`src/rtl/bit_recovery_pkg.sv`:
```
// Shared types and default timing constants for the bit_recovery front end.
// The testbench bit driver uses the same constants.
package bit_recovery_pkg;

  typedef enum logic {
    IDLE    = 1'b0,
    RECEIVE = 1'b1
  } state_t;

  localparam int BIT_CYCLES_DEF    = 64;
  localparam int FILTER_CYCLES_DEF = 3;
  localparam int IDLE_BITS_DEF     = 32;
  localparam int BIT_COUNT_W       = 8;

endpackage

```
`src/rtl/bit_recovery_input_filter.sv`:
```
// Two-flop synchronizer plus debounce filter for the raw receiver line.
// Produces the filtered level and a one-cycle edge flag when it changes.
module bit_recovery_input_filter
  import bit_recovery_pkg::*;
#(
  parameter int FILTER_CYCLES = FILTER_CYCLES_DEF
) (
  input  logic clock,
  input  logic reset_n,
  input  logic rf_in,
  output logic level,
  output logic level_edge
);

  localparam int FCW = (FILTER_CYCLES < 2) ? 1 : $clog2(FILTER_CYCLES + 1);
  localparam logic [FCW-1:0] DEB_LAST = FCW'(FILTER_CYCLES - 1);

  logic           sync_p0;
  logic           sync_p1;
  logic           level_q;
  logic           level_d;
  logic [FCW-1:0] deb_cnt;

  // Synchronizer stages, then the debounce decision on the settled sample
  always_ff @(posedge clock or negedge reset_n) begin
    if (!reset_n) begin
      sync_p0 <= 1'b0;
      sync_p1 <= 1'b0;
      level_q <= 1'b0;
      level_d <= 1'b0;
      deb_cnt <= '0;
    end else begin
      sync_p0 <= rf_in;
      sync_p1 <= sync_p0;
      level_d <= level_q;
      if (sync_p1 != level_q) begin
        if (deb_cnt == DEB_LAST) begin
          level_q <= sync_p1;
          deb_cnt <= '0;
        end else begin
          deb_cnt <= deb_cnt + 1'b1;
        end
      end else begin
        deb_cnt <= '0;
      end
    end
  end

  assign level      = level_q;
  assign level_edge = level_q ^ level_d;

endmodule

```
`src/rtl/bit_recovery.sv`:
```
// NRZ bit recovery: re-phases on every filtered data edge, strobes one bit per
// period at mid-bit, and brackets each burst with frame_start/frame_end pulses.
module bit_recovery
  import bit_recovery_pkg::*;
#(
  parameter int BIT_CYCLES    = BIT_CYCLES_DEF,
  parameter int FILTER_CYCLES = FILTER_CYCLES_DEF,
  parameter int IDLE_BITS     = IDLE_BITS_DEF
) (
  input  logic                   clock,
  input  logic                   reset_n,
  input  logic                   rf_in,
  output logic                   serial_data,
  output logic                   serial_clock,
  output logic                   frame_start,
  output logic                   frame_end,
  output logic                   active,
  output logic [BIT_COUNT_W-1:0] bit_count,
  output logic                   glitch_error
);

  localparam int PW = $clog2(BIT_CYCLES);
  localparam int IW = $clog2(IDLE_BITS + 1);
  localparam logic [PW-1:0] PH_LAST = PW'(BIT_CYCLES - 1);
  localparam logic [PW-1:0] PH_HALF = PW'(BIT_CYCLES / 2);
  localparam logic [PW-1:0] PH_Q1   = PW'(BIT_CYCLES / 4);
  localparam logic [PW-1:0] PH_Q3   = PW'((3 * BIT_CYCLES) / 4);
  localparam logic [IW-1:0] IDLE_LAST = IW'(IDLE_BITS - 1);

  function automatic logic [BIT_COUNT_W-1:0] sat_inc(input logic [BIT_COUNT_W-1:0] v);
    return (v == {BIT_COUNT_W{1'b1}}) ? v : v + 1'b1;
  endfunction

  logic level;
  logic level_edge;

  bit_recovery_input_filter #(
    .FILTER_CYCLES(FILTER_CYCLES)
  ) u_input_filter (
    .clock      (clock),
    .reset_n    (reset_n),
    .rf_in      (rf_in),
    .level      (level),
    .level_edge (level_edge)
  );

  state_t                 state_q;
  state_t                 state_nx;
  logic [PW-1:0]          phase_q;
  logic [IW-1:0]          idle_q;
  logic                   done_q;
  logic                   serial_data_q;
  logic                   serial_clock_q;
  logic                   frame_start_q;
  logic                   frame_end_q;
  logic [BIT_COUNT_W-1:0] bit_count_q;
  logic                   glitch_q;

  logic start_evt;
  logic end_evt;
  logic in_rx;
  logic sample;
  logic zero_hit;
  logic mid_edge;

  // An edge on the sampling phase wins: no strobe, only resync.
  assign sample   = in_rx && !done_q && !level_edge && (phase_q == PH_HALF);
  assign zero_hit = sample && !level && (idle_q == IDLE_LAST);
  assign mid_edge = in_rx && level_edge && (phase_q >= PH_Q1) && (phase_q < PH_Q3);

  always_ff @(posedge clock or negedge reset_n) begin
    if (!reset_n) state_q <= IDLE;
    else          state_q <= state_nx;
  end

  always_comb begin
    state_nx = state_q;
    case (state_q)
      IDLE:    if (level_edge && level) state_nx = RECEIVE;
      RECEIVE: if (done_q)              state_nx = IDLE;
      default: state_nx = IDLE;
    endcase
  end

  always_comb begin
    active    = 1'b0;
    in_rx     = 1'b0;
    start_evt = 1'b0;
    end_evt   = 1'b0;
    case (state_q)
      IDLE:    start_evt = level_edge && level;
      RECEIVE: begin
        active  = 1'b1;
        in_rx   = 1'b1;
        end_evt = done_q;
      end
      default: ;
    endcase
  end

  // Phase, idle and bit bookkeeping; done_q delays frame_end past the last strobe
  always_ff @(posedge clock or negedge reset_n) begin
    if (!reset_n) begin
      phase_q        <= '0;
      idle_q         <= '0;
      done_q         <= 1'b0;
      serial_data_q  <= 1'b0;
      serial_clock_q <= 1'b0;
      frame_start_q  <= 1'b0;
      frame_end_q    <= 1'b0;
      bit_count_q    <= '0;
      glitch_q       <= 1'b0;
    end else begin
      frame_start_q  <= start_evt;
      frame_end_q    <= end_evt;
      serial_clock_q <= sample;
      if (sample) serial_data_q <= level;
      if (start_evt) begin
        phase_q     <= '0;
        idle_q      <= '0;
        done_q      <= 1'b0;
        bit_count_q <= '0;
        glitch_q    <= 1'b0;
      end else if (in_rx) begin
        if (level_edge || (phase_q == PH_LAST)) phase_q <= '0;
        else                                    phase_q <= phase_q + 1'b1;
        if (level_edge)  idle_q <= '0;
        else if (sample) idle_q <= level ? '0 : idle_q + 1'b1;
        if (sample)   bit_count_q <= sat_inc(bit_count_q);
        if (mid_edge) glitch_q    <= 1'b1;
        done_q <= zero_hit;
      end
    end
  end

  assign serial_data  = serial_data_q;
  assign serial_clock = serial_clock_q;
  assign frame_start  = frame_start_q;
  assign frame_end    = frame_end_q;
  assign bit_count    = bit_count_q;
  assign glitch_error = glitch_q;

endmodule

```
`config.mk`:
```
export PLATFORM = sky130hd
export DESIGN_NAME = bit_recovery
export DESIGN_NICKNAME = d
export VERILOG_FILES = /design/src/rtl/bit_recovery_pkg.sv /design/src/rtl/bit_recovery_input_filter.sv /design/src/rtl/bit_recovery.sv
export SDC_FILE = /design/constraint.sdc
export NUM_CORES = 1
export LEC_CHECK = 0
export CORE_AREA = 2 2 53 67
export CTS_CLUSTER_SIZE = 16
export DETAILED_ROUTE_END_ITERATION = 8
export DIE_AREA = 0 0 55 69
export PLACE_DENSITY = 0.75
export SLEW_MARGIN = 15
export SYNTH_ARGS = -nofsm -noshare
export SYNTH_HDL_FRONTEND = slang
export SYNTH_HIERARCHICAL = 1
export SYNTH_SLANG_ARGS = --single-unit
```
`constraint.sdc`:
```
create_clock -name clock -period 2.1 [get_ports clock]
set_input_delay 0.315 -clock clock [delete_from_list [all_inputs] [get_ports clock]]
set_output_delay 0.315 -clock clock [all_outputs]
set_load 0.05 [all_outputs]
```
==> results of run 1 <==
[per-stage QoR]
step                      cells  util (%)  hold slack, ns  area, sq um  total power, W
after floorplan             161         -         0.01941         1668        0.001366
after global placement      215     59.41          0.3413         1881        0.001552
after detailed placement    215     59.41          0.3458         1881        0.001581
after CTS                   223     62.61          0.3658         1982        0.002105
after global routing        223     62.69          0.3846         1984        0.002233
final                       223     62.69          0.3625         1984        0.002091
[power groups by stage]
| stage | sequential [W] | clock (W) | combinational, W |
|---|---|---|---|
| floorplan | 0.000814 | 0 | 0.000552 |
| global placement | 0.000797 | 0 | 0.000756 |
| detailed placement | 0.000804 | 0 | 0.000776 |
| CTS | 0.000793 | 0.000534 | 0.000778 |
| global route | 0.000803 | 0.000562 | 0.000868 |
| finish | 0.000792 | 0.000517 | 0.000782 |
[worst max-delay path by stage]
stage,slack [ns],cells after the start,startpoint,endpoint
3_3_place_gp,0.37,6,u_input_filter/level_d,bit_count[3]
2_1_floorplan,0.26,5,state_q,bit_count[2]
5_1_grt,0.16,6,u_input_filter/level,bit_count[5]
3_5_place_dp,0.30,6,u_input_filter/level_d,bit_count[5]
4_1_cts,0.08,1,state_q,active
6_report,0.23,1,bit_count[3],bit_count[3]
[routing by layer]
metal / global-route usage, % / part of all wire [%] / vias to the layer above
met1: 22.82 / 41 / 661
met3: 6.061 / 5.1 / 7
met4: 8.401 / 1.9 / 0
met5: 0 / 0 / -
li1: - / - / 637
met2: 32.94 / 52 / 35
[cells in the final DEF, fill, tap and decap left out, types with 2 or more instances in the layout]
cell,synthesis,final
o21ai_0,14,14
o21a_1,2,2
nand3_1,7,7
and3_2,3,3
nand4_1,4,4
a21oi_1,11,11
nor4b_4,2,2
and3_1,4,4
and2_1,2,2
ha_1,4,4
nor2_1,6,6
clkdlybuf4s50_1,0,15
o31ai_1,2,2
clkbuf_8,0,7
or3_1,5,5
nand2_1,16,16
buf_4,0,5
nor3_1,3,3
o31a_1,2,2
dfrtp_1,33,33
xor2_1,3,3
nor4_1,2,2
a31oi_1,4,4
inv_1,6,6
[cells by family after synthesis]
logic type	count (synthesis)	synth area share, %
flops	33	49.51
fa+ha+maj	4	3.001
simple gates	64	23.86
xor+xnor	4	2.101
buf+inv	10	3.225
compound gates	43	16.13
mux	3	2.175
[cell type report]
type	instances	share of cell area (%)
flip-flops and latches	33	41.61
well taps	37	2.333
repair buffers	21	10.09
multi-input cells	118	39.72
inverters	6	1.135
clock inverters	1	0.2522
clock buffers	7	4.855
[sequential cells by signal (all words and copies together) (netlist names)]
name                    cells
glitch_error                1
serial_clock                1
frame_start                 1
done_q                      1
idle_q                      6
serial_data                 1
u_input_filter/deb_cnt      2
frame_end                   1
u_input_filter/level_d      1
state_q                     1
phase_q                     6
u_input_filter/sync_p1      1
u_input_filter/sync_p0      1
bit_count                   8
u_input_filter/level        1
[worst reg2reg max path, delay by kind of cell, from the launching register on]
family | cells | cell delay [ns]
flops | 1 | 0.37
simple gates | 2 | 0.64
buf+inv | 1 | 0.18
compound gates | 2 | 0.37
xor+xnor | 1 | 0.15
==> impl_metrics.toml, run 1 <==
[placement]
dp_slack_ns = 0.2981
place.gp.congestion = 0.8333
port-buffer-count = 16
hpwl_mm = 2.438

[sta]
finalHoldViolCount = 0
setup_violations = 0
rsz0062_at_grt = "false"
finalWorstSetupSlack_ns = 0.2300
period_share_pct = 89.05
slew_headroom_pct = 52.94
fin_worst_skew_ns = 0.005084
slew_violations = 0
worst_slew_pin_slew_ns = 0.7059
fin_crit_ns = 1.870
setup_tns_ns = 0
max_clock_freq_mhz = 534.7

[route]
via_per_inst = 6.009
drt_iter0_drc = 38
drt-total-wl_mm = 3.344
ant_nets = 0
drc = 0
firstDrtPassIters = 4
vias = 1340
routedWlPerCell_um = 15.00

[finish]
area_growth_pct = 18.98
multi_input_area_sq_um = 788.3
fillCellCount = 259
nNetsFinal = 192
register_area_sq_um = 825.8
layout-drive-gt1-share_pct = 14.52
n_antenna_cell = 0

[cts]
clkSlewWorstSetupHoldPaths_ns = 0.07
htreeDepth = 2
hold_buffers = 0
post-cts-setup-buffer-count = 0
cts_resized = 0
cts_buffer_depth = 2
cts_inserted_buffers = 5
cts_tree = "yes"
cts_root_buffer = "clkbuf_8"
cts_num_sinks = 33
clk_latency_ns = 0.28

[power_and_ir_drop]
sw_frac_of_total_pct = 36.85
p_leak_nw = 0.9040
switching_power_w = 0.0007705
peakVddDrop_uv = 813.9
p_comb_share_pct = 37.4
powerDensity_nw_per_um2 = 1053
pwr-share-clk_pct = 24.7
seqPwrFrac_pct = 37.9
power.internal_w = 0.001320

[worst_setup_path]
r2r_start = "u_input_filter/level_d"
slowest_stage = "clkdlybuf4s50_1"
end_kind = "output pin"
reg2reg_slack_ns = 0.31
crit_chain = "clkdlybuf4s50_1"
start_kind = "flop"
crit_arrival_ns = 1.56
r2r_cells = 6
cp_max_fo = 7
cp_data_required_time_ns = 1.78
cp_num_buf_inv = 1
r2r-end = "bit_count[5]"
worstSetupPathType = "flop to output pin"
max_stage_delay_ns = 0.83
path_delay_family = "buffers and inverters"

[floorplan]
core-area_sq_um = 3166
initial_core_util_pct = 52.69
ios = 17
rows = 23
die_area_sq_um = 3795
fp.dieW_um = 55
fp.dieH_um = 69

[yosys]
avgSynthCellArea_sq_um = 10.36
yosys_warnings = 6
synth_top_flop_cell = "dfrtp_1"
syn_area_sq_um = 1668
synth_top_area_share_pct = 49.51
syn_inst = 161
yosys-top-cells-count = "33 x dfrtp_1, 16 x nand2_1, 14 x o21ai_0"
syn_nets = 168
async_flop_share_pct = 100.0
synth_edf_count = 0
synth_top_area_cell = "dfrtp_1"
synth-seq-cells = 33
synth_cell_types = 46
yosysSeqAreaShare_pct = 49.51
yosysMostFrequentCell = "dfrtp_1"
synth_area_leaders = "dfrtp_1 50%, o21ai_0 4.2%, nand2_1 3.6%"

[grt]
grt-ovfl-total = 0
grt.total_usage_pct = 19.93
grt_pass1_wl_mm = 5.575
first_global_vias = 1266
grt_max_degree = 34
antenna_found_initial = 0

[worst_hold_path]
hp-class = "flop to flop"
min_from = "u_input_filter/sync_p0"
worstHoldEndpoint = "u_input_filter/sync_p1"
hold_depth = 0

[status]
status = "finished, final reports clean"

[run]
maxCapViolations = 0
Note: power is estimated with default switching activity, not from simulation.
==> run 2: changes to the inputs <==
==> constraint.sdc (replaced) <==
create_clock -name clock -period 1.85 [get_ports clock]
set_input_delay 0.2775 -clock clock [delete_from_list [all_inputs] [get_ports clock]]
set_output_delay 0.2775 -clock clock [all_outputs]
set_load 0.05 [all_outputs]
==> run 2 against run 1 <==
  * Sequential share of layout area decreased by 0.82 points
  * Via count shrank 1.3%
  * Largest power group is now combinational logic
  * Non-clock buffer count increased by 5
  * Register-to-register slack got worse by 0.18 ns
  * Core utilization increased by 1.3 points
  * Flip-flop and latch count is the same
  * Total power increased by 21%
  * First-iteration DRC count down 26%
  * Hold slack worse by 0.0015 ns
  * Critical path type unchanged
  * Routed wire length fell by 1.1%
==> impl_metrics.toml, run 2 (synthesis results as in run 1) <==
[status]
status = "finished, final reports clean"

[finish]
nNetsFinal = 197
fillCellCount = 258
layout_commonest_cell = "dfrtp_1"
layout-drive-gt1-share_pct = 18.85
finalInstanceArea_sq_um = 2024
final_cell_mix = "33 x dfrtp_1, 16 x nand2_1, 15 x buf_4, 14 x o21ai_0, 11 x a21oi_1"
largest_register_ffs = 8
n_antenna_cell = 0
area_growth_pct = 21.38
utilization_pct = 63.95

[cts]
cts_inserted_buffers = 5
cts_buffer_depth = 2
cts_root_buffer = "clkbuf_8"
clkSlewWorstSetupHoldPaths_ns = 0.07
htreeDepth = 2
clk_latency_ns = 0.28
cts_num_sinks = 33
cts_tree = "yes"
hold_buffers = 0

[worst_setup_path]
cp_num_buf_inv = 1
reg2reg_slack_ns = 0.13
slowest_stage = "clkdlybuf4s50_1"
end_kind = "output pin"
max_stage_delay_ns = 0.82
crit_chain = "clkdlybuf4s50_1"
r2r_cells = 6
start_kind = "flop"
r2r_start = "u_input_filter/level"
cp_data_required_time_ns = 1.57
cp_max_fo = 5
crit_arrival_ns = 1.50
r2r-end = "bit_count[5]"
path_delay_family = "buffers and inverters"
worstSetupPathType = "flop to output pin"

[worst_hold_path]
min_from = "u_input_filter/sync_p0"
worstHoldEndpoint = "u_input_filter/sync_p1"
hold_depth = 0
hp-class = "flop to flop"

[sta]
fin_crit_ns = 1.779
max_clock_freq_mhz = 562.1
slew_violations = 0
worst_slew_pin_slew_ns = 0.4994
slew_headroom_pct = 66.60
finalHoldViolCount = 0
whs_ns = 0.3609
fin_worst_skew_ns = 0.009344
setup_violations = 0
period_share_pct = 96.16
finalWorstSetupSlack_ns = 0.07100

[power_and_ir_drop]
finalPower_w = 0.002534
powerDensity_nw_per_um2 = 1252
p_leak_nw = 0.9575
peakVddDrop_uv = 987.1

[placement]
dp_slack_ns = 0.1261
port-buffer-count = 16
place.gp.congestion = 0.8760
hpwl_mm = 2.490
placed_area_sq_um = 1906

[route]
drc = 0
firstDrtPassIters = 4
drt-total-wl_mm = 3.308
ant_nets = 0
via_per_inst = 5.803
drt_iter0_drc = 28
vias = 1323
routedWlPerCell_um = 14.51

[grt]
antenna_found_initial = 0
grt.total_usage_pct = 20.38
grt_pass1_wl_mm = 5.733
first_global_vias = 1321
grt-ovfl-total = 0
grt_max_degree = 34

[floorplan]
initial_core_util_pct = 52.69
ios = 17
core-area_sq_um = 3166
fp.dieH_um = 69
fp.dieW_um = 55
rows = 23
die_area_sq_um = 3795

[run]
maxCapViolations = 0
==> run 2: cell types whose count changed in the layout (fill, tap and decap cells not counted), sizes merged <==
cell           delta
buf              +10
bufinv            +1
clkdlybuf4s50     -5
clkinv            -1
==> run 2: layer usage <==
layer  part of all wire [%]  global-route usage, %  vias to the layer above
met2                     54                  33.86                       31
met1                     42                  24.61                      645
met5                      0                      0                        -
li1                       -                      -                      645
met3                    3.7                  5.195                        2
met4                   0.42                  7.046                        0
==> run 2: final cells by class <==
cell class	count	area, sq um	share of cell area [%]
flip-flops and latches	33	825.8	40.79
multi-input cells	118	788.3	38.94
repair buffers	26	225.2	11.12
clock buffers	7	86.33	4.265
well taps	37	46.29	2.287
clock inverters	1	30.03	1.483
inverters	6	22.52	1.112
==> run 2: repair_timing <==
action / in CTS / in global routing
resized for setup: 0 / 1
setup buffers: 0 / 0
endpoints found under the setup margin: 0 / 1
==> run 2: power breakdown <==
group	internal (W)	total (W)	leakage (nW)	switching, W
combinational	0.000392	0.000935	0.456	0.000543
clock	0.000439	0.000699	0.0585	0.000260
sequential	0.000804	0.000900	0.443	0.0000955
total	0.00164	0.00253	0.957	0.000899
==> run 2: how the worst max path moves through the flow <==
stage | startpoint | endpoint | slack (ns) | cells after the start
2_1_floorplan | state_q | bit_count[2] | 0.009 | 5
3_3_place_gp | u_input_filter/level_d | bit_count[7] | 0.21 | 6
3_5_place_dp | u_input_filter/level | bit_count[5] | 0.13 | 6
4_1_cts | bit_count[6] | bit_count[6] | 0.03 | 1
5_1_grt | bit_count[7] | bit_count[7] | -0.005 | 1
6_report | bit_count[1] | bit_count[1] | 0.07 | 1
==> run 2: worst register-to-register path, stage by stage, from the launching register on <==
cell and delay, ns:
dfrtp_1 0.39, xor2_1 0.15, buf_4 0.18, nor4b_4 0.25
o211ai_2 0.16, or3_1 0.36, a21oi_1 0.16
==> run 2: metrics by stage <==
| step | setup TNS, ns | std cells |
|---|---|---|
| 2_1_floorplan | 0 | 161 |
| 3_3_place_gp | 0 | 220 |
| 6_report | 0 | 228 |
| 4_1_cts | 0 | 228 |
| 5_1_grt | -0.005175 | 228 |
| 3_5_place_dp | 0 | 220 |
